--- config.mk ---
export PLATFORM = sky130hd
export DESIGN_NAME = tile_sequencer_flat
export DESIGN_NICKNAME = d
export VERILOG_FILES = /design/src/rtl/tile_sequencer_if.sv /design/src/rtl/tile_sequencer.sv /design/src/flat_wrapper.sv
export SDC_FILE = /design/constraint.sdc
export NUM_CORES = 1
export LEC_CHECK = 0
export ABC_AREA = 1
export CORE_MARGIN = 4
export CORE_UTILIZATION = 44
export DETAILED_ROUTE_END_ITERATION = 12
export PLACE_DENSITY = 0.86
export SYNTH_ARGS = -nofsm -noshare
export SYNTH_HDL_FRONTEND = slang
export SYNTH_SLANG_ARGS = --single-unit
export TNS_END_PERCENT = 100
--- constraint.sdc ---
create_clock -name clock_i -period 3.9 [get_ports clock_i]
set_clock_uncertainty 0.15 [all_clocks]
set_input_delay 0.39 -clock clock_i [delete_from_list [all_inputs] [get_ports clock_i]]
set_output_delay 0.39 -clock clock_i [all_outputs]
set_load 0.05 [all_outputs]
--- src/rtl/tile_sequencer_if.sv ---
`default_nettype none
// ============================================================================
//  Module   : tile_sequencer_if
//  Brief    : Command, operand, tile and response signals between the
//             mesh-level controller, the tile sequencer and one PE tile.
//             The sequencer uses the slave modport; the surrounding logic
//             (controller plus tile) uses the master modport.
//  Revision : 1.0 - initial release
// ============================================================================
interface tile_sequencer_if #(
   parameter int A_W     = 8,
   parameter int B_W     = 19,
   parameter int C_W     = 38,
   parameter int SHIFT_W = 4,
   parameter int LEN_W   = 8
);
   // command channel
   logic               cmd_valid;
   logic               cmd_ready;
   logic [LEN_W-1:0]   cmd_len;
   logic               cmd_preload;
   logic [SHIFT_W-1:0] cmd_shift;
   logic [C_W-1:0]     cmd_d;
   // operand channel
   logic               in_valid;
   logic               in_ready;
   logic [A_W-1:0]     in_a;
   logic [B_W-1:0]     in_b;
   // tile side
   logic [A_W-1:0]     tile_in_a;
   logic [B_W-1:0]     tile_in_b;
   logic [C_W-1:0]     tile_in_d;
   logic               tile_in_control_propagate;
   logic [SHIFT_W-1:0] tile_in_control_shift;
   logic               tile_in_valid;
   logic [C_W-1:0]     tile_out_c;
   logic               tile_out_valid;
   // response channel
   logic               resp_valid;
   logic               resp_ready;
   logic [C_W-1:0]     resp_c;
   logic [LEN_W-1:0]   resp_count;
   logic               resp_err;

   modport slave (
      input  cmd_valid, cmd_len, cmd_preload, cmd_shift, cmd_d,
      input  in_valid, in_a, in_b,
      input  tile_out_c, tile_out_valid,
      input  resp_ready,
      output cmd_ready, in_ready,
      output tile_in_a, tile_in_b, tile_in_d,
      output tile_in_control_propagate, tile_in_control_shift, tile_in_valid,
      output resp_valid, resp_c, resp_count, resp_err
   );

   modport master (
      output cmd_valid, cmd_len, cmd_preload, cmd_shift, cmd_d,
      output in_valid, in_a, in_b,
      output tile_out_c, tile_out_valid,
      output resp_ready,
      input  cmd_ready, in_ready,
      input  tile_in_a, tile_in_b, tile_in_d,
      input  tile_in_control_propagate, tile_in_control_shift, tile_in_valid,
      input  resp_valid, resp_c, resp_count, resp_err
   );
endinterface
`default_nettype wire

--- src/rtl/tile_sequencer.sv ---
`default_nettype none
// ============================================================================
//  Module   : tile_sequencer
//  Brief    : Sequences one systolic PE tile through a single command:
//             optional d preload (flipping propagate), a burst of a/b
//             compute beats, then a drain that waits for every in-flight
//             beat. Returns the last tile c, the compute beat count and a
//             drain-timeout flag.
//  Options  : TILE_SEQ_PERF_EN - adds perf_stall_cycles_o, a saturating
//             count of COMPUTE cycles with no operand offered.
//  Revision : 1.0 - initial release
// ============================================================================
module tile_sequencer #(
   parameter int A_W           = 8,
   parameter int B_W           = 19,
   parameter int C_W           = 38,
   parameter int SHIFT_W       = 4,
   parameter int LEN_W         = 8,
   parameter int DRAIN_TIMEOUT = 16
) (
   input  logic                  clock_i,
   input  logic                  reset_i,
   tile_sequencer_if.slave       bus_io,
   output logic                  busy_o
`ifdef TILE_SEQ_PERF_EN
   ,
   output logic [31:0]           perf_stall_cycles_o
`endif
);

   localparam int IDLE_W = $clog2(DRAIN_TIMEOUT + 1);

   typedef enum logic [2:0] {
      S_IDLE    = 3'd0,
      S_PRELOAD = 3'd1,
      S_COMPUTE = 3'd2,
      S_DRAIN   = 3'd3,
      S_RESP    = 3'd4
   } state_e;

   state_e             state_q, state_d;
   logic [LEN_W-1:0]   len_q;
   logic [SHIFT_W-1:0] shift_q;
   logic [C_W-1:0]     d_q;
   logic               prop_q;
   logic [LEN_W-1:0]   beat_q;
   logic [LEN_W:0]     outst_q;
   logic [IDLE_W-1:0]  idle_q;
   logic [C_W-1:0]     c_q;
   logic               err_q;

   logic               w_accept;
   logic               w_beat;
   logic               w_inc;
   logic               w_dec;
   logic               w_timeout;
   logic               w_resp_done;
   logic [LEN_W-1:0]   w_beat_next;

   assign w_accept    = (state_q == S_IDLE) && bus_io.cmd_valid;
   assign w_beat      = (state_q == S_COMPUTE) && bus_io.in_valid;
   assign w_beat_next = beat_q + LEN_W'(1);
   assign w_inc       = bus_io.tile_in_valid;
   // A tile_out_valid with nothing in flight is spurious and is dropped.
   assign w_dec       = bus_io.tile_out_valid && (outst_q != '0);
   assign w_timeout   = (state_q == S_DRAIN) && (outst_q != '0) &&
                        !bus_io.tile_out_valid &&
                        (idle_q == IDLE_W'(DRAIN_TIMEOUT - 1));
   assign w_resp_done = (state_q == S_RESP) && bus_io.resp_ready;

   assign busy_o                           = (state_q != S_IDLE);
   assign bus_io.tile_in_control_shift     = shift_q;
   assign bus_io.tile_in_control_propagate = prop_q;

   // Next-state decode and all handshake/tile outputs.
   always_comb begin
      state_d              = state_q;
      bus_io.cmd_ready     = 1'b0;
      bus_io.in_ready      = 1'b0;
      bus_io.tile_in_a     = '0;
      bus_io.tile_in_b     = '0;
      bus_io.tile_in_d     = '0;
      bus_io.tile_in_valid = 1'b0;
      bus_io.resp_valid    = 1'b0;
      bus_io.resp_c        = '0;
      bus_io.resp_count    = '0;
      bus_io.resp_err      = 1'b0;
      case (state_q)
         S_IDLE: begin
            bus_io.cmd_ready = 1'b1;
            if (bus_io.cmd_valid) begin
               if (bus_io.cmd_preload)        state_d = S_PRELOAD;
               else if (bus_io.cmd_len != '0) state_d = S_COMPUTE;
               else                           state_d = S_RESP;
            end
         end
         S_PRELOAD: begin
            bus_io.tile_in_d     = d_q;
            bus_io.tile_in_valid = 1'b1;
            state_d = (len_q != '0) ? S_COMPUTE : S_DRAIN;
         end
         S_COMPUTE: begin
            bus_io.in_ready      = 1'b1;
            bus_io.tile_in_valid = bus_io.in_valid;
            bus_io.tile_in_a     = bus_io.in_a;
            bus_io.tile_in_b     = bus_io.in_b;
            if (bus_io.in_valid && (w_beat_next == len_q)) state_d = S_DRAIN;
         end
         S_DRAIN: begin
            if (outst_q == '0 || w_timeout) state_d = S_RESP;
         end
         S_RESP: begin
            bus_io.resp_valid = 1'b1;
            bus_io.resp_c     = c_q;
            bus_io.resp_count = beat_q;
            bus_io.resp_err   = err_q;
            if (bus_io.resp_ready) state_d = S_IDLE;
         end
         default: state_d = S_IDLE;
      endcase
   end

   // State register plus the command fields latched on acceptance.
   always_ff @(posedge clock_i or posedge reset_i) begin
      if (reset_i) begin
         state_q <= S_IDLE;
         len_q   <= '0;
         shift_q <= '0;
         d_q     <= '0;
         prop_q  <= 1'b0;
      end else begin
         state_q <= state_d;
         if (w_accept) begin
            len_q   <= bus_io.cmd_len;
            shift_q <= bus_io.cmd_shift;
            d_q     <= bus_io.cmd_d;
            // Flip on the edge into PRELOAD so the preload beat already
            // carries the new propagate value.
            if (bus_io.cmd_preload) prop_q <= ~prop_q;
         end
      end
   end

   // Compute beat counter and error flag; both cleared by the response handshake.
   always_ff @(posedge clock_i or posedge reset_i) begin
      if (reset_i) begin
         beat_q <= '0;
         err_q  <= 1'b0;
      end else begin
         if (w_beat)           beat_q <= w_beat_next;
         else if (w_resp_done) beat_q <= '0;
         if (w_timeout)        err_q  <= 1'b1;
         else if (w_resp_done) err_q  <= 1'b0;
      end
   end

   // In-flight beat tracking; an aborted drain forgets beats the tile lost.
   always_ff @(posedge clock_i or posedge reset_i) begin
      if (reset_i) begin
         outst_q <= '0;
      end else if (w_timeout) begin
         outst_q <= '0;
      end else if (w_inc && !w_dec) begin
         outst_q <= outst_q + (LEN_W+1)'(1);
      end else if (!w_inc && w_dec) begin
         outst_q <= outst_q - (LEN_W+1)'(1);
      end
   end

   // Capture the tile result on every counted output beat.
   always_ff @(posedge clock_i or posedge reset_i) begin
      if (reset_i)    c_q <= '0;
      else if (w_dec) c_q <= bus_io.tile_out_c;
   end

   // Cycles spent in DRAIN since the last tile output.
   always_ff @(posedge clock_i or posedge reset_i) begin
      if (reset_i)                                           idle_q <= '0;
      else if (state_q != S_DRAIN || bus_io.tile_out_valid)  idle_q <= '0;
      else                                                   idle_q <= idle_q + IDLE_W'(1);
   end

`ifdef TILE_SEQ_PERF_EN
   logic [31:0] perf_q;

   // Saturating count of COMPUTE cycles with no operand offered.
   always_ff @(posedge clock_i or posedge reset_i) begin
      if (reset_i) begin
         perf_q <= '0;
      end else if ((state_q == S_COMPUTE) && !bus_io.in_valid && (perf_q != '1)) begin
         perf_q <= perf_q + 32'd1;
      end
   end

   assign perf_stall_cycles_o = perf_q;
`else
   // Stall counter not built; no extra state or port.
`endif

endmodule
`default_nettype wire

--- src/flat_wrapper.sv ---
// flat-port wrapper written by rule: the top's interface ports become plain ports
module tile_sequencer_flat 
#(
   parameter int A_W           = 8,
   parameter int B_W           = 19,
   parameter int C_W           = 38,
   parameter int SHIFT_W       = 4,
   parameter int LEN_W         = 8,
   parameter int DRAIN_TIMEOUT = 16
)
  (clock_i, reset_i, busy_o, bus_io_cmd_valid, bus_io_cmd_len, bus_io_cmd_preload, bus_io_cmd_shift, bus_io_cmd_d, bus_io_in_valid, bus_io_in_a, bus_io_in_b, bus_io_tile_out_c, bus_io_tile_out_valid, bus_io_resp_ready, bus_io_cmd_ready, bus_io_in_ready, bus_io_tile_in_a, bus_io_tile_in_b, bus_io_tile_in_d, bus_io_tile_in_control_propagate, bus_io_tile_in_control_shift, bus_io_tile_in_valid, bus_io_resp_valid, bus_io_resp_c, bus_io_resp_count, bus_io_resp_err);
  tile_sequencer_if #(.A_W(A_W), .B_W(B_W), .C_W(C_W), .SHIFT_W(SHIFT_W), .LEN_W(LEN_W)) bus_io_i ();
  input  logic clock_i;
  input  logic reset_i;
  output logic busy_o;
  input wire logic [$bits(bus_io_i.cmd_valid)-1:0] bus_io_cmd_valid;
  input wire logic [$bits(bus_io_i.cmd_len)-1:0] bus_io_cmd_len;
  input wire logic [$bits(bus_io_i.cmd_preload)-1:0] bus_io_cmd_preload;
  input wire logic [$bits(bus_io_i.cmd_shift)-1:0] bus_io_cmd_shift;
  input wire logic [$bits(bus_io_i.cmd_d)-1:0] bus_io_cmd_d;
  input wire logic [$bits(bus_io_i.in_valid)-1:0] bus_io_in_valid;
  input wire logic [$bits(bus_io_i.in_a)-1:0] bus_io_in_a;
  input wire logic [$bits(bus_io_i.in_b)-1:0] bus_io_in_b;
  input wire logic [$bits(bus_io_i.tile_out_c)-1:0] bus_io_tile_out_c;
  input wire logic [$bits(bus_io_i.tile_out_valid)-1:0] bus_io_tile_out_valid;
  input wire logic [$bits(bus_io_i.resp_ready)-1:0] bus_io_resp_ready;
  output wire logic [$bits(bus_io_i.cmd_ready)-1:0] bus_io_cmd_ready;
  output wire logic [$bits(bus_io_i.in_ready)-1:0] bus_io_in_ready;
  output wire logic [$bits(bus_io_i.tile_in_a)-1:0] bus_io_tile_in_a;
  output wire logic [$bits(bus_io_i.tile_in_b)-1:0] bus_io_tile_in_b;
  output wire logic [$bits(bus_io_i.tile_in_d)-1:0] bus_io_tile_in_d;
  output wire logic [$bits(bus_io_i.tile_in_control_propagate)-1:0] bus_io_tile_in_control_propagate;
  output wire logic [$bits(bus_io_i.tile_in_control_shift)-1:0] bus_io_tile_in_control_shift;
  output wire logic [$bits(bus_io_i.tile_in_valid)-1:0] bus_io_tile_in_valid;
  output wire logic [$bits(bus_io_i.resp_valid)-1:0] bus_io_resp_valid;
  output wire logic [$bits(bus_io_i.resp_c)-1:0] bus_io_resp_c;
  output wire logic [$bits(bus_io_i.resp_count)-1:0] bus_io_resp_count;
  output wire logic [$bits(bus_io_i.resp_err)-1:0] bus_io_resp_err;
  assign bus_io_i.cmd_valid = bus_io_cmd_valid;
  assign bus_io_i.cmd_len = bus_io_cmd_len;
  assign bus_io_i.cmd_preload = bus_io_cmd_preload;
  assign bus_io_i.cmd_shift = bus_io_cmd_shift;
  assign bus_io_i.cmd_d = bus_io_cmd_d;
  assign bus_io_i.in_valid = bus_io_in_valid;
  assign bus_io_i.in_a = bus_io_in_a;
  assign bus_io_i.in_b = bus_io_in_b;
  assign bus_io_i.tile_out_c = bus_io_tile_out_c;
  assign bus_io_i.tile_out_valid = bus_io_tile_out_valid;
  assign bus_io_i.resp_ready = bus_io_resp_ready;
  assign bus_io_cmd_ready = bus_io_i.cmd_ready;
  assign bus_io_in_ready = bus_io_i.in_ready;
  assign bus_io_tile_in_a = bus_io_i.tile_in_a;
  assign bus_io_tile_in_b = bus_io_i.tile_in_b;
  assign bus_io_tile_in_d = bus_io_i.tile_in_d;
  assign bus_io_tile_in_control_propagate = bus_io_i.tile_in_control_propagate;
  assign bus_io_tile_in_control_shift = bus_io_i.tile_in_control_shift;
  assign bus_io_tile_in_valid = bus_io_i.tile_in_valid;
  assign bus_io_resp_valid = bus_io_i.resp_valid;
  assign bus_io_resp_c = bus_io_i.resp_c;
  assign bus_io_resp_count = bus_io_i.resp_count;
  assign bus_io_resp_err = bus_io_i.resp_err;
  tile_sequencer #(.A_W(A_W), .B_W(B_W), .C_W(C_W), .SHIFT_W(SHIFT_W), .LEN_W(LEN_W), .DRAIN_TIMEOUT(DRAIN_TIMEOUT)) u_core (.clock_i(clock_i), .reset_i(reset_i), .bus_io(bus_io_i), .busy_o(busy_o));
endmodule
-- Word level (Yosys, flattened, before mapping)
Cells that the tools add are included.
- register bits after elaboration: 115
- output and inout bits: 122
- logic and storage cells: 78
- add/sub/neg operators: 4
- eq/ne operators: 11
- mux-type cells: 26
- bitwise operators: 1
- reduce and logical (&&, ||, !) cells: 26
- operators by type and width (cell ; number):
    2-to-1 mux 38 bit ; 2
    2-to-1 mux 8 bit ; 4
    2-to-1 mux 9 bit ; 3
    2-to-1 mux 19 bit ; 1
    2-to-1 mux 3 bit ; 6
    nonzero test 8 bit ; 2
    one-hot mux 3 bit (5 select lines) ; 1
    logical AND 1 bit ; 10
    adder 9 x 1 -> 9 bit (second input constant) ; 1
    logical NOT 9 bit ; 1
    nonzero test 9 bit ; 1
    subtractor 9 x 1 -> 9 bit (second input constant) ; 1
    adder 8 x 1 -> 8 bit (second input constant) ; 1
    == test 8 bit ; 1
    != test 2 bit (second input constant) ; 4
    2-to-1 mux 1 bit ; 7
    == test 3 x 2 -> 1 bit (second input constant) ; 2
    nonzero test 3 bit ; 2
    adder 5 x 1 -> 5 bit (second input constant) ; 1
    == test 5 x 4 -> 1 bit (second input constant) ; 1
    2-to-1 mux 5 bit ; 1
    AND reduction 4 bit ; 1
    nonzero test 2 bit ; 2
    == test 3 x 1 -> 1 bit (second input constant) ; 1
    other kinds (8) ; 11

-- Logic depth before layout (Yosys ltp)
Gate-level depths: netlist of run 1.
- depth after elaboration: 7
- mapped depth: 16

-- Worst setup path after synthesis of run 1
OpenSTA, ideal clock, no wires.
- path kind: flip-flop to flip-flop
- start point: reg u_core.state_q[0]
- end point: reg u_core.outst_q[8]
- setup time: 0.083 ns
- arrival: 3.147 ns
- required time: 3.667 ns
- slack: 0.520 ns
- stages on the path, launching flop included: 14
- path buffers: 1
- clock period less this slack: 3.380 ns
- cell sequence: dfrtp_1 > nor3_4 > nand2_1 > clkbuf_1 > nand2_1 > ha_1 > inv_1 > ha_1 > a21oi_1 > nand2_1 > nand4_1 > nand3_1 > xnor2_1 > o21ai_0
- longest elaborated chain between the ends: 5
- elaborated cells on any way between the ends: 13
- classes of those cells: eq/ne (3); mux (3); reduce/logical (7)
- ends and longest elaborated chain (item ; line ; RTL):
    start, declared ; tile_sequencer.sv:41 ; state_e state_q, state_d;
    start signal, assigned ; tile_sequencer.sv:132 ; state_q <= state_d;
    == test 3 x 2 -> 1 bit / == test 3 x 1 -> 1 bit (equally long branches) ; tile_sequencer.sv:88 ; case (state_q)
    one-hot mux 1 bit (2 select lines) (*) ; tile_sequencer.sv:88 ;
    via bus_io_tile_in_valid ; flat_wrapper.sv:34 ; output wire logic [$bits(bus_io_i.tile_in_valid)-1:0] bus_io_tile_in_valid;
    logical AND 1 bit / logical NOT 1 bit (equally long branches) ; tile_sequencer.sv:163, tile_sequencer.sv:165 ;
    2-to-1 mux 9 bit / logical AND 1 bit (equally long branches) ; tile_sequencer.sv:163, tile_sequencer.sv:165 ;
    2-to-1 mux 9 bit / nonzero test 3 bit (equally long branches) ; n/a ;
    end signal, assigned ; tile_sequencer.sv:164 ; outst_q <= outst_q + (LEN_W+1)'(1);
    end signal, assigned ; tile_sequencer.sv:166 ; outst_q <= outst_q - (LEN_W+1)'(1);
    end, declared ; tile_sequencer.sv:47 ; logic [LEN_W:0] outst_q;
The timed path passes the listed nets; every way through them passes the cells marked *.
A chain may end at the register's enable or synchronous reset.

-- Final worst setup path of run 1
- start point: reg u_core.state_q[2]
- end point: out bus_io_tile_in_a[5]
- longest elaborated chain between the ends: 2
- ends and longest elaborated chain (item ; line ; RTL):
    == test 3 x 2 -> 1 bit ; tile_sequencer.sv:88 ;
    2-to-1 mux 8 bit ; tile_sequencer.sv:88 ;
    end, declared ; flat_wrapper.sv:29 ; output wire logic [$bits(bus_io_i.tile_in_a)-1:0] bus_io_tile_in_a;
Every way passes these cells.

==> results.txt, run 1 <==
----------------------------------------------------
[Yosys]
  Yosys top cell area share ... 48.7%
  Share of synthesized area occupied by flip-flops and latches ... 48.7%
  Largest area contributor in the synthesized netlist ... sky130_fd_sc_hd__dfrtp_1
  Netlist Area Pre-Place ... 5910 sq um
  Instance count of the mapped netlist ... 779
  Number of flops mapped to enable cells by yosys ... 0
  Largest cells by area after synthesis ... sky130_fd_sc_hd__dfrtp_1, sky130_fd_sc_hd__nor2_1, sky130_fd_sc_hd__inv_1
  Post-Synthesis Mean Instance Area ... 7.59 sq um
  Distinct cells, synth ... 32
  Async set-or-reset flop fraction in the synthesized netlist ... 100%
  Post-Synthesis Net Count ... 914
  Flip-flop cell with the highest count after synthesis ... sky130_fd_sc_hd__dfrtp_1
  Number of synthesized register bits ... 115
  Total number of yosys warnings ... 0

[Critical path]
  Highest net fanout along the worst path ... 27
  Launch instance of the worst register-to-register path ... u_core.state_q[2]
  Worst Setup Path Type ... flop to output port
  Worst Reg-to-Reg Cells ... 13
  Slowest cell on crit path ... sky130_fd_sc_hd__clkdlybuf4s50_1
  Flop-to-flop setup slack ... 0.73 ns
  CP Launch Type ... flop
  Ordered cell list for the critical path ... nor3_4 -> clkinv_1 -> nor2_1 -> clkdlybuf4s50_1
  Required arrival time at the worst endpoint ... 3.36 ns
  Reg-to-Reg End ... u_core.outst_q[6]
  Arrival time reported for the critical path endpoint ... 2.90 ns
  Highest cell delay on the worst timing path ... 0.83 ns
  Sort of element at the end of the critical path ... output port

[Clock tree]
  Hold buffer count at CTS ... 0
  Max clock buf depth ... 2
  Clk Tree Root Cell ... sky130_fd_sc_hd__clkbuf_16
  Clock transition at path regs ... 0.05 ns
  Count of clock tree sinks ... 115
  Post-CTS setup buffer count ... 0
  Clock tree from TritonCTS ... yes
  Max H-tree Level ... 4
  Quantity of gates resized following cts ... 0
  TritonCTS buffer count ... 17
  Clock latency on the worst-skew pair ... 0.40 ns

[Pwr]
  Final Power ... 6.87 mW
  Leak Pwr ... 4.31 nW
  Maximum resistive drop on vdd ... 417 uV
  Power per cell area ... 757 nW/um^2

[Route]
  Total via count in the routed design ... 5776
  Remaining routing DRC violations ... 0
  Number of DRC violations after detailed-routing iteration 0 ... 517
  Avg Vias per Cell ... 4.79
  Total iterations of the first detailed-routing run ... 5
  Aggregate routed wire length ... 16600 microns
  WL per Instance ... 13.8 microns
  Post-DRT Antenna Nets ... 0

[Timing]
  Unrepaired setup endpoints after global routing ... no
  Final cycle utilization of the critical path ... 88.2%
  Max frequency ... 0.291 GHz
  Period minus WS final ... 3.44 ns
  Worst hold margin ... 0.296 ns
  Setup ws final ... 0.459 ns
  Total setup violations reported at the end of the flow ... 0
  Number of slew-limit violations in the final report ... 0
  Worst slew margin ... 42.9%
  Least-Margin Pin Slew ... 0.854 ns
  Number of hold violations in the final report ... 0
  Total Negative Setup Slacks ... 0 ns

[Placed design]
  Final weighted congestion in routability-driven placement ... 0.970
  HPWL reported at the end of detailed placement ... 12200 microns
  Count of input and output buffers ... 243
  Worst slack, placed ... 0.838 ns
  Placed cells ... 1174
  Placed instance area ... 8490 sq um

[Flow run]
  Total of max-cap violations ... 0

[Finish]
  Area of all placed cells without fillers ... 9080 sq um
  Most used cells in the layout excluding fill and tap cells ... sky130_fd_sc_hd__clkdlybuf4s50_1, sky130_fd_sc_hd__nor2_1, sky130_fd_sc_hd__inv_1
  Final Core Density ... 68.9%
  Fraction of final layout cells sized beyond drive strength 1 ... 5.24%
  Antenna fix cells ... 0
  Final nets ... 1152
  # fillers ... 997
  Synth-to-layout area growth ... 53.6%
  Number of cells in the finished layout apart from fillers ... 1206
  Most common cell after layout, fill and taps aside ... sky130_fd_sc_hd__clkdlybuf4s50_1

[Floorplan]
  Vertical die dimension ... 124 microns
  Die Area ... 15400 sq um
  Cell row count ... 42
  Number of top-level pins ... 244
  Horizontal extent of the die ... 124 microns
  Initial Utilization ... 44.8%
  Area of the core ... 13200 sq um

[Global route]
  Pin count of the biggest net entering global routing ... 77
  Via count of the first global-routing pass ... 5486
  Overall Global Routing Usage ... 21.6%
  Initial antenna violation count ... 0
  Wire length of the first global-routing pass ... 26000 microns
  Global route overflow ... 0

[Outcome]
  Run status ... finished clean

[Min path]
  Worst min-delay path category ... primary input to asynchronous set/reset pin

----------------------------------------------------
-- critical path, delay by kind of cell, from the launching register on --
family | cells | cell delay (ns)
flip-flops | 1 | 0.42
AND/OR/NAND/NOR | 2 | 0.63
buffers and inverters | 2 | 1.44
-- logic make-up after synthesis --
group	synth area share [%]
flops	48.7
mux	0.762
buf+inv	12.5
xor+xnor	0.741
compound gates	10.6
fa+ha+maj	2.88
simple gates	23.8
-- registers in the layout, summed over array words and instances (netlist names), 3 cells and up --
| name | count |
|---|---|
| u_core.d_q | 38 |
| u_core.idle_q | 5 |
| u_core.state_q | 3 |
| u_core.outst_q | 9 |
| u_core.len_q | 8 |
| u_core.c_q | 38 |
| u_core.bus_io.tile_in_control_shift | 4 |
| u_core.beat_q | 8 |
-- final cells by class --
cell class                      instances  area, sq um  area share (%)
Sequential cell                       115         2880            31.7
Inverter                              152          573            6.31
Tap cell                              176          220            2.42
Timing Repair Buffer                  251         2520            27.7
Multi-Input combinational cell        480         2300            25.3
Clock inverter                          3         65.1           0.716
Clock buffer                           29          531            5.84
-- worst max-delay path by stage --
| stage | slack (ns) | endpoint | depth (start not counted) | startpoint |
|---|---|---|---|---|
| 6_report | 0.46 | bus_io_tile_in_a[5] | 4 | u_core.state_q[2] |
| 5_1_grt | 0.26 | bus_io_tile_in_a[2] | 4 | u_core.state_q[0] |
| 4_1_cts | 0.41 | bus_io_tile_in_a[4] | 4 | u_core.state_q[2] |
| 3_5_place_dp | 0.84 | u_core.outst_q[6] | 13 | bus_io_in_valid |
| 3_3_place_gp | 0.94 | u_core.outst_q[6] | 13 | bus_io_in_valid |
| 2_1_floorplan | 0.32 | u_core.beat_q[0] | 1 | reset_i |
-- Yosys cell counts, drive strengths merged, types with 2 or more instances --
library cell,instances
nand4,8
o22ai,8
xnor2,3
buf,23
dfrtp,115
clkbuf,9
o21ai,60
inv,151
a21oi,46
xor2,2
nor2,178
mux2,4
nand3,36
nor3,2
ha,12
nand2,113
o31ai,2
-- where the power goes --
group / internal (mW) / leakage (nW) / total (mW) / switching (mW)
Clock: 1.04 / 0.292 / 1.54 / 0.499
Combinational: 1.17 / 2.64 / 3.49 / 2.31
Sequential: 1.62 / 1.38 / 1.84 / 0.225
Total: 3.83 / 4.31 / 6.87 / 3.04
-- metal layers --
metal	part of all wire, %	track usage, %	up-vias
li1	-	-	2862
met1	37	24.3	2671
met2	51	37.7	207
met3	8.5	7.08	36
met4	2.6	8.69	0
met5	0	0	-
Power figures use the tool's default switching activity.
==> run 2: changes to the inputs <==
MAX_ROUTING_LAYER = met4   (was unset)
==> results.txt, run 2 (synthesized netlist as in run 1, its figures left out) <==
----------------------------------------------------
[Outcome]
  Run status ... finished clean (unchanged)

[Pwr]
  Combinational power share ... 50.8% (was 50.7%)
  Design internal power ... 3.79 mW (was 3.83 mW)
  Power spent charging and discharging nets ... 3.02 mW (was 3.04 mW)
  Sequential share of power ... 27.0% (was 26.8%)
  Maximum resistive drop on vdd ... 397 uV (was 417 uV)
  Clock power share ... 22.2% (was 22.4%)
  Final Power ... 6.81 mW (was 6.87 mW)
  Switching power as a share of total power ... 44.3% (was 44.2%)
  Leak Pwr ... 4.30 nW (was 4.31 nW)
  Power per cell area ... 753 nW/um^2 (was 757 nW/um^2)

[Route]
  Total via count in the routed design ... 5649 (was 5776)
  Avg Vias per Cell ... 4.70 (was 4.79)
  WL per Instance ... 13.7 microns (was 13.8 microns)
  Remaining routing DRC violations ... 0 (unchanged)
  Aggregate routed wire length ... 16500 microns (was 16600 microns)
  Number of DRC violations after detailed-routing iteration 0 ... 452 (was 517)
  Total iterations of the first detailed-routing run ... 6 (was 5)
  Post-DRT Antenna Nets ... 0 (unchanged)

[Clock tree]
  Count of clock tree sinks ... 115 (unchanged)
  Post-CTS setup buffer count ... 0 (unchanged)
  Clock latency on the worst-skew pair ... 0.41 ns (was 0.40 ns)
  Max H-tree Level ... 4 (unchanged)
  Clock tree from TritonCTS ... yes (unchanged)
  Clock transition at path regs ... 0.05 ns (about the same)
  Quantity of gates resized following cts ... 0 (unchanged)
  Max clock buf depth ... 2 (unchanged)
  Hold buffer count at CTS ... 0 (unchanged)
  TritonCTS buffer count ... 17 (unchanged)
  Clk Tree Root Cell ... sky130_fd_sc_hd__clkbuf_16 (unchanged)

[Floorplan]
  Area of the core ... 13200 sq um (unchanged)
  Cell row count ... 42 (unchanged)
  Vertical die dimension ... 124 microns (unchanged)
  Initial Utilization ... 44.8% (unchanged)
  Horizontal extent of the die ... 124 microns (unchanged)
  Die Area ... 15400 sq um (unchanged)
  Number of top-level pins ... 244 (unchanged)

[Critical path]
  Highest cell delay on the worst timing path ... 0.83 ns (about the same)
  CP Launch Type ... flop (unchanged)
  Ordered cell list for the critical path ... nor3_4 -> clkinv_1 -> nor2_1 -> clkdlybuf4s50_1 (unchanged)
  Required arrival time at the worst endpoint ... 3.36 ns (about the same)
  Sort of element at the end of the critical path ... output port (unchanged)
  Arrival time reported for the critical path endpoint ... 2.87 ns (was 2.90 ns)
  Worst Setup Path Type ... flop to output port (unchanged)
  Highest net fanout along the worst path ... 27 (unchanged)
  Slowest cell on crit path ... sky130_fd_sc_hd__clkdlybuf4s50_1 (unchanged)

[Flow run]
  Total of max-cap violations ... 0 (unchanged)

[Timing]
  Number of slew-limit violations in the final report ... 0 (unchanged)
  Total setup violations reported at the end of the flow ... 0 (unchanged)
  Total Negative Setup Slacks ... 0 ns (unchanged)
  Worst slew margin ... 45.2% (was 42.9%)
  Worst hold margin ... 0.304 ns (was 0.296 ns)
  Final cycle utilization of the critical path ... 87.5% (was 88.2%)
  Unrepaired setup endpoints after global routing ... no (unchanged)
  Period minus WS final ... 3.41 ns (was 3.44 ns)
  Number of hold violations in the final report ... 0 (unchanged)
  Max frequency ... 0.293 GHz (was 0.291 GHz)
  Least-Margin Pin Slew ... 0.820 ns (was 0.854 ns)

[Placed design]
  HPWL reported at the end of detailed placement ... 12300 microns (was 12200 microns)
  Count of input and output buffers ... 243 (unchanged)
  Final weighted congestion in routability-driven placement ... 0.994 (was 0.970)

[Min path]
  Worst min-delay path category ... primary input to asynchronous set/reset pin (unchanged)

[Finish]
  Synth-to-layout area growth ... 53.1% (was 53.6%)
  Final Core Density ... 68.6% (was 68.9%)
  Fraction of final layout cells sized beyond drive strength 1 ... 5.36% (was 5.24%)
  Largest registers ranked by flip-flop count ... u_core.c_q x38, u_core.d_q x38, u_core.outst_q x9 (unchanged)
  Most common cell after layout, fill and taps aside ... sky130_fd_sc_hd__clkdlybuf4s50_1 (unchanged)
  Antenna fix cells ... 0 (unchanged)
  # fillers ... 1045 (was 997)
  Final nets ... 1152 (unchanged)
  Most used cells in the layout excluding fill and tap cells ... sky130_fd_sc_hd__clkdlybuf4s50_1, sky130_fd_sc_hd__nor2_1, sky130_fd_sc_hd__inv_1 (unchanged)

[Global route]
  Pin count of the biggest net entering global routing ... 77 (unchanged)
  Initial antenna violation count ... 0 (unchanged)
  Global route overflow ... 0 (unchanged)
  Via count of the first global-routing pass ... 5289 (was 5486)
  Overall Global Routing Usage ... 21.8% (was 21.6%)
  Wire length of the first global-routing pass ... 25300 microns (was 26000 microns)

----------------------------------------------------
run 2: changes by cell type in the layout (fill, tap and decap cells not counted), sizes merged:
cell / before / now
clkinv: 2 / 4
clkbuf: 29 / 24
run 2: layer usage:
metal	up-vias	global-route usage [%]	routed length, microns
li1	2859	-	-
met1	2550	25.2	6420
met2	199	36.6	8370
met3	41	6.09	1250
met4	0	8.01	481
met5	-	-	0
run 2: worst paths after layout:
| check | slack [ns] | cells past startpoint | start | end |
|---|---|---|---|---|
| max in group asynchronous | 2.52 | 3 | reset_i | u_core.c_q[7] |
| worst min-delay path | 0.30 | 2 | reset_i | u_core.c_q[34] |
| worst max register to register | 0.82 | 13 | u_core.state_q[0] | u_core.outst_q[6] |
| worst max-delay path | 0.49 | 4 | u_core.state_q[0] | bus_io_tile_in_b[14] |
| worst min register to register | 0.31 | 1 | u_core.idle_q[0] | u_core.idle_q[0] |
| min in group clock_i | 0.31 | 1 | u_core.idle_q[0] | u_core.idle_q[0] |
run 2: layout make-up:
| cell class | count | area (sq um) | area share (%) |
|---|---|---|---|
| sequential | 115 | 2880 | 31.8 |
| timing repair buffer | 251 | 2500 | 27.7 |
| clock buffer | 24 | 502 | 5.54 |
| inverter | 152 | 573 | 6.33 |
| clock inverter | 5 | 75.1 | 0.829 |
| multi-input combinational | 480 | 2300 | 25.4 |
| tap | 176 | 220 | 2.43 |
run 2: power by group through the flow:
stage	Clock [mW]	Sequential [mW]	Combinational [mW]
after CTS	1.54	1.84	3.47
after floorplan	0	1.89	2.37
after global placement	0	1.83	3.38
after detailed placement	0	1.85	3.45
final	1.51	1.84	3.46
after global routing	1.59	1.88	3.80
run 2: stage by stage:
step / cells / setup slack, ns / instance area, sq um
floorplan: 779 / 0.316 / 5910
global placement: 1174 / 0.927 / 8470
detailed placement: 1174 / 0.767 / 8470
CTS: 1203 / 0.439 / 9050
global route: 1203 / 0.301 / 9050
finish: 1203 / 0.487 / 9050
run 2: worst max-delay path, delay by kind of cell, from the launching register on:
family	cells	cell delay, ns
AND/OR/NAND/NOR	2	0.60
buffers and inverters	2	1.42
flip-flops	1	0.44
==> run 3: changes to the inputs <==
ABC_CLOCK_PERIOD_IN_PS = 3900   (was unset)
PLACE_DENSITY = 0.79   (was 0.86)
==> results.txt, run 3 (synthesized netlist as in run 1, its figures left out) <==
----------------------------------------------------
[Floorplan]
  Vertical die dimension ... 124 microns (unchanged)
  Initial Utilization ... 44.8% (unchanged)
  Area of the core ... 13200 sq um (unchanged)
  Die Area ... 15400 sq um (unchanged)
  Cell row count ... 42 (unchanged)
  Horizontal extent of the die ... 124 microns (unchanged)
  Number of top-level pins ... 244 (unchanged)

[Clock tree]
  Hold buffer count at CTS ... 0 (unchanged)
  Max H-tree Level ... 4 (unchanged)
  Count of clock tree sinks ... 115 (unchanged)
  Quantity of gates resized following cts ... 0 (unchanged)
  Clock tree from TritonCTS ... yes (unchanged)
  Clk Tree Root Cell ... sky130_fd_sc_hd__clkbuf_16 (unchanged)
  Post-CTS setup buffer count ... 0 (unchanged)
  Clock latency on the worst-skew pair ... 0.41 ns (about the same)
  Max clock buf depth ... 2 (unchanged)
  TritonCTS buffer count ... 17 (unchanged)
  Clock transition at path regs ... 0.05 ns (about the same)

[Route]
  Post-DRT Antenna Nets ... 0 (unchanged)
  Total via count in the routed design ... 5713 (was 5649)
  WL per Instance ... 13.8 microns (was 13.7 microns)
  Aggregate routed wire length ... 16700 microns (was 16500 microns)
  Avg Vias per Cell ... 4.75 (was 4.70)
  Number of DRC violations after detailed-routing iteration 0 ... 359 (was 452)
  Total iterations of the first detailed-routing run ... 5 (was 6)
  Remaining routing DRC violations ... 0 (unchanged)

[Critical path]
  Ordered cell list for the critical path ... nor3_4 -> clkinv_1 -> nor2_1 -> clkdlybuf4s50_1 (unchanged)
  Sort of element at the end of the critical path ... output port (unchanged)
  CP Launch Type ... flop (unchanged)
  Worst Setup Path Type ... flop to output port (unchanged)
  Arrival time reported for the critical path endpoint ... 2.90 ns (was 2.87 ns)
  Slowest cell on crit path ... sky130_fd_sc_hd__clkdlybuf4s50_1 (unchanged)
  Highest cell delay on the worst timing path ... 0.84 ns (was 0.83 ns)
  Highest net fanout along the worst path ... 27 (unchanged)
  Required arrival time at the worst endpoint ... 3.36 ns (about the same)

[Timing]
  Max frequency ... 0.291 GHz (was 0.293 GHz)
  Worst hold margin ... 0.316 ns (was 0.304 ns)
  Least-Margin Pin Slew ... 0.681 ns (was 0.820 ns)
  Final cycle utilization of the critical path ... 88.2% (was 87.5%)
  Total Negative Setup Slacks ... 0 ns (unchanged)
  Period minus WS final ... 3.44 ns (was 3.41 ns)
  Worst slew margin ... 54.6% (was 45.2%)
  Unrepaired setup endpoints after global routing ... no (unchanged)
  Number of hold violations in the final report ... 0 (unchanged)
  Number of slew-limit violations in the final report ... 0 (unchanged)
  Total setup violations reported at the end of the flow ... 0 (unchanged)

[Finish]
  Antenna fix cells ... 0 (unchanged)
  Final nets ... 1151 (was 1152)
  Fraction of final layout cells sized beyond drive strength 1 ... 5.54% (was 5.36%)
  Most used cells in the layout excluding fill and tap cells ... sky130_fd_sc_hd__clkdlybuf4s50_1, sky130_fd_sc_hd__nor2_1, sky130_fd_sc_hd__inv_1 (unchanged)
  Synth-to-layout area growth ... 53.3% (was 53.1%)
  Final Core Density ... 68.7% (was 68.6%)
  Largest registers ranked by flip-flop count ... u_core.c_q x38, u_core.d_q x38, u_core.outst_q x9 (unchanged)
  Most common cell after layout, fill and taps aside ... sky130_fd_sc_hd__clkdlybuf4s50_1 (unchanged)

[Global route]
  Initial antenna violation count ... 0 (unchanged)
  Via count of the first global-routing pass ... 5302 (was 5289)
  Global route overflow ... 0 (unchanged)
  Pin count of the biggest net entering global routing ... 116 (was 77)
  Overall Global Routing Usage ... 21.8% (about the same)
  Wire length of the first global-routing pass ... 25200 microns (was 25300 microns)

[Pwr]
  Leak Pwr ... 4.30 nW (about the same)
  Power per cell area ... 752 nW/um^2 (was 753 nW/um^2)
  Maximum resistive drop on vdd ... 426 uV (was 397 uV)

[Outcome]
  Run status ... finished clean (unchanged)

[Min path]
  Worst min-delay path category ... flop to flop (was primary input to asynchronous set/reset pin)

[Placed design]
  Count of input and output buffers ... 243 (unchanged)
  HPWL reported at the end of detailed placement ... 12300 microns (about the same)
  Final weighted congestion in routability-driven placement ... 0.912 (was 0.994)

[Flow run]
  Total of max-cap violations ... 0 (unchanged)

----------------------------------------------------
==> run 3: layout make-up <==
class	instances	area (sq um)
clock inverter	9	103
sequential	115	2880
inverter	152	573
tap	176	220
multi-input combinational	480	2300
fill	1100	4130
clock buffer	22	494
timing repair buffer	250	2500
==> run 3: path summary, 6_finish.rpt <==
path	from	end	slack (ns)	cells past startpoint
setup / recovery	u_core.state_q[0]	bus_io_tile_in_a[4]	0.46	4
hold / removal	u_core.idle_q[0]	u_core.idle_q[0]	0.32	1
setup reg to reg	u_core.state_q[0]	u_core.outst_q[6]	0.88	13
hold reg to reg	u_core.idle_q[0]	u_core.idle_q[0]	0.32	1
max in group asynchronous	reset_i	u_core.err_q	2.82	3
min in group asynchronous	reset_i	u_core.d_q[29]	0.33	3
==> run 3: power by group <==
part / total (mW) / switching (mW) / internal [mW]
clock: 1.54 / 0.530 / 1.01
sequential: 1.84 / 0.221 / 1.62
combinational: 3.43 / 2.27 / 1.16
==> run 3: worst max-delay path, delay by kind of cell, from the launching register on <==
| kind | cells | cell delay (ns) |
|---|---|---|
| buffers and inverters | 2 | 1.43 |
| flip-flops | 1 | 0.44 |
| AND/OR/NAND/NOR | 2 | 0.61 |
==> run 3: metrics by stage <==
step	power, mW	setup slack, ns	instances	area, sq um
after global placement	5.21	0.962	1173	8460
after global routing	7.27	0.238	1204	9060
after CTS	6.86	0.420	1204	9060
after detailed placement	5.28	0.853	1173	8460
final	6.82	0.461	1204	9060
after floorplan	4.26	0.316	779	5910
==> run 3: layer usage <==
metal  wire length (microns)  up-vias  track usage (%)
met5                       0        -                -
met4                     502        0             8.62
met3                    1240       41             6.22
met2                    8720      181             38.2
met1                    6210     2632             23.3
li1                        -     2859                -
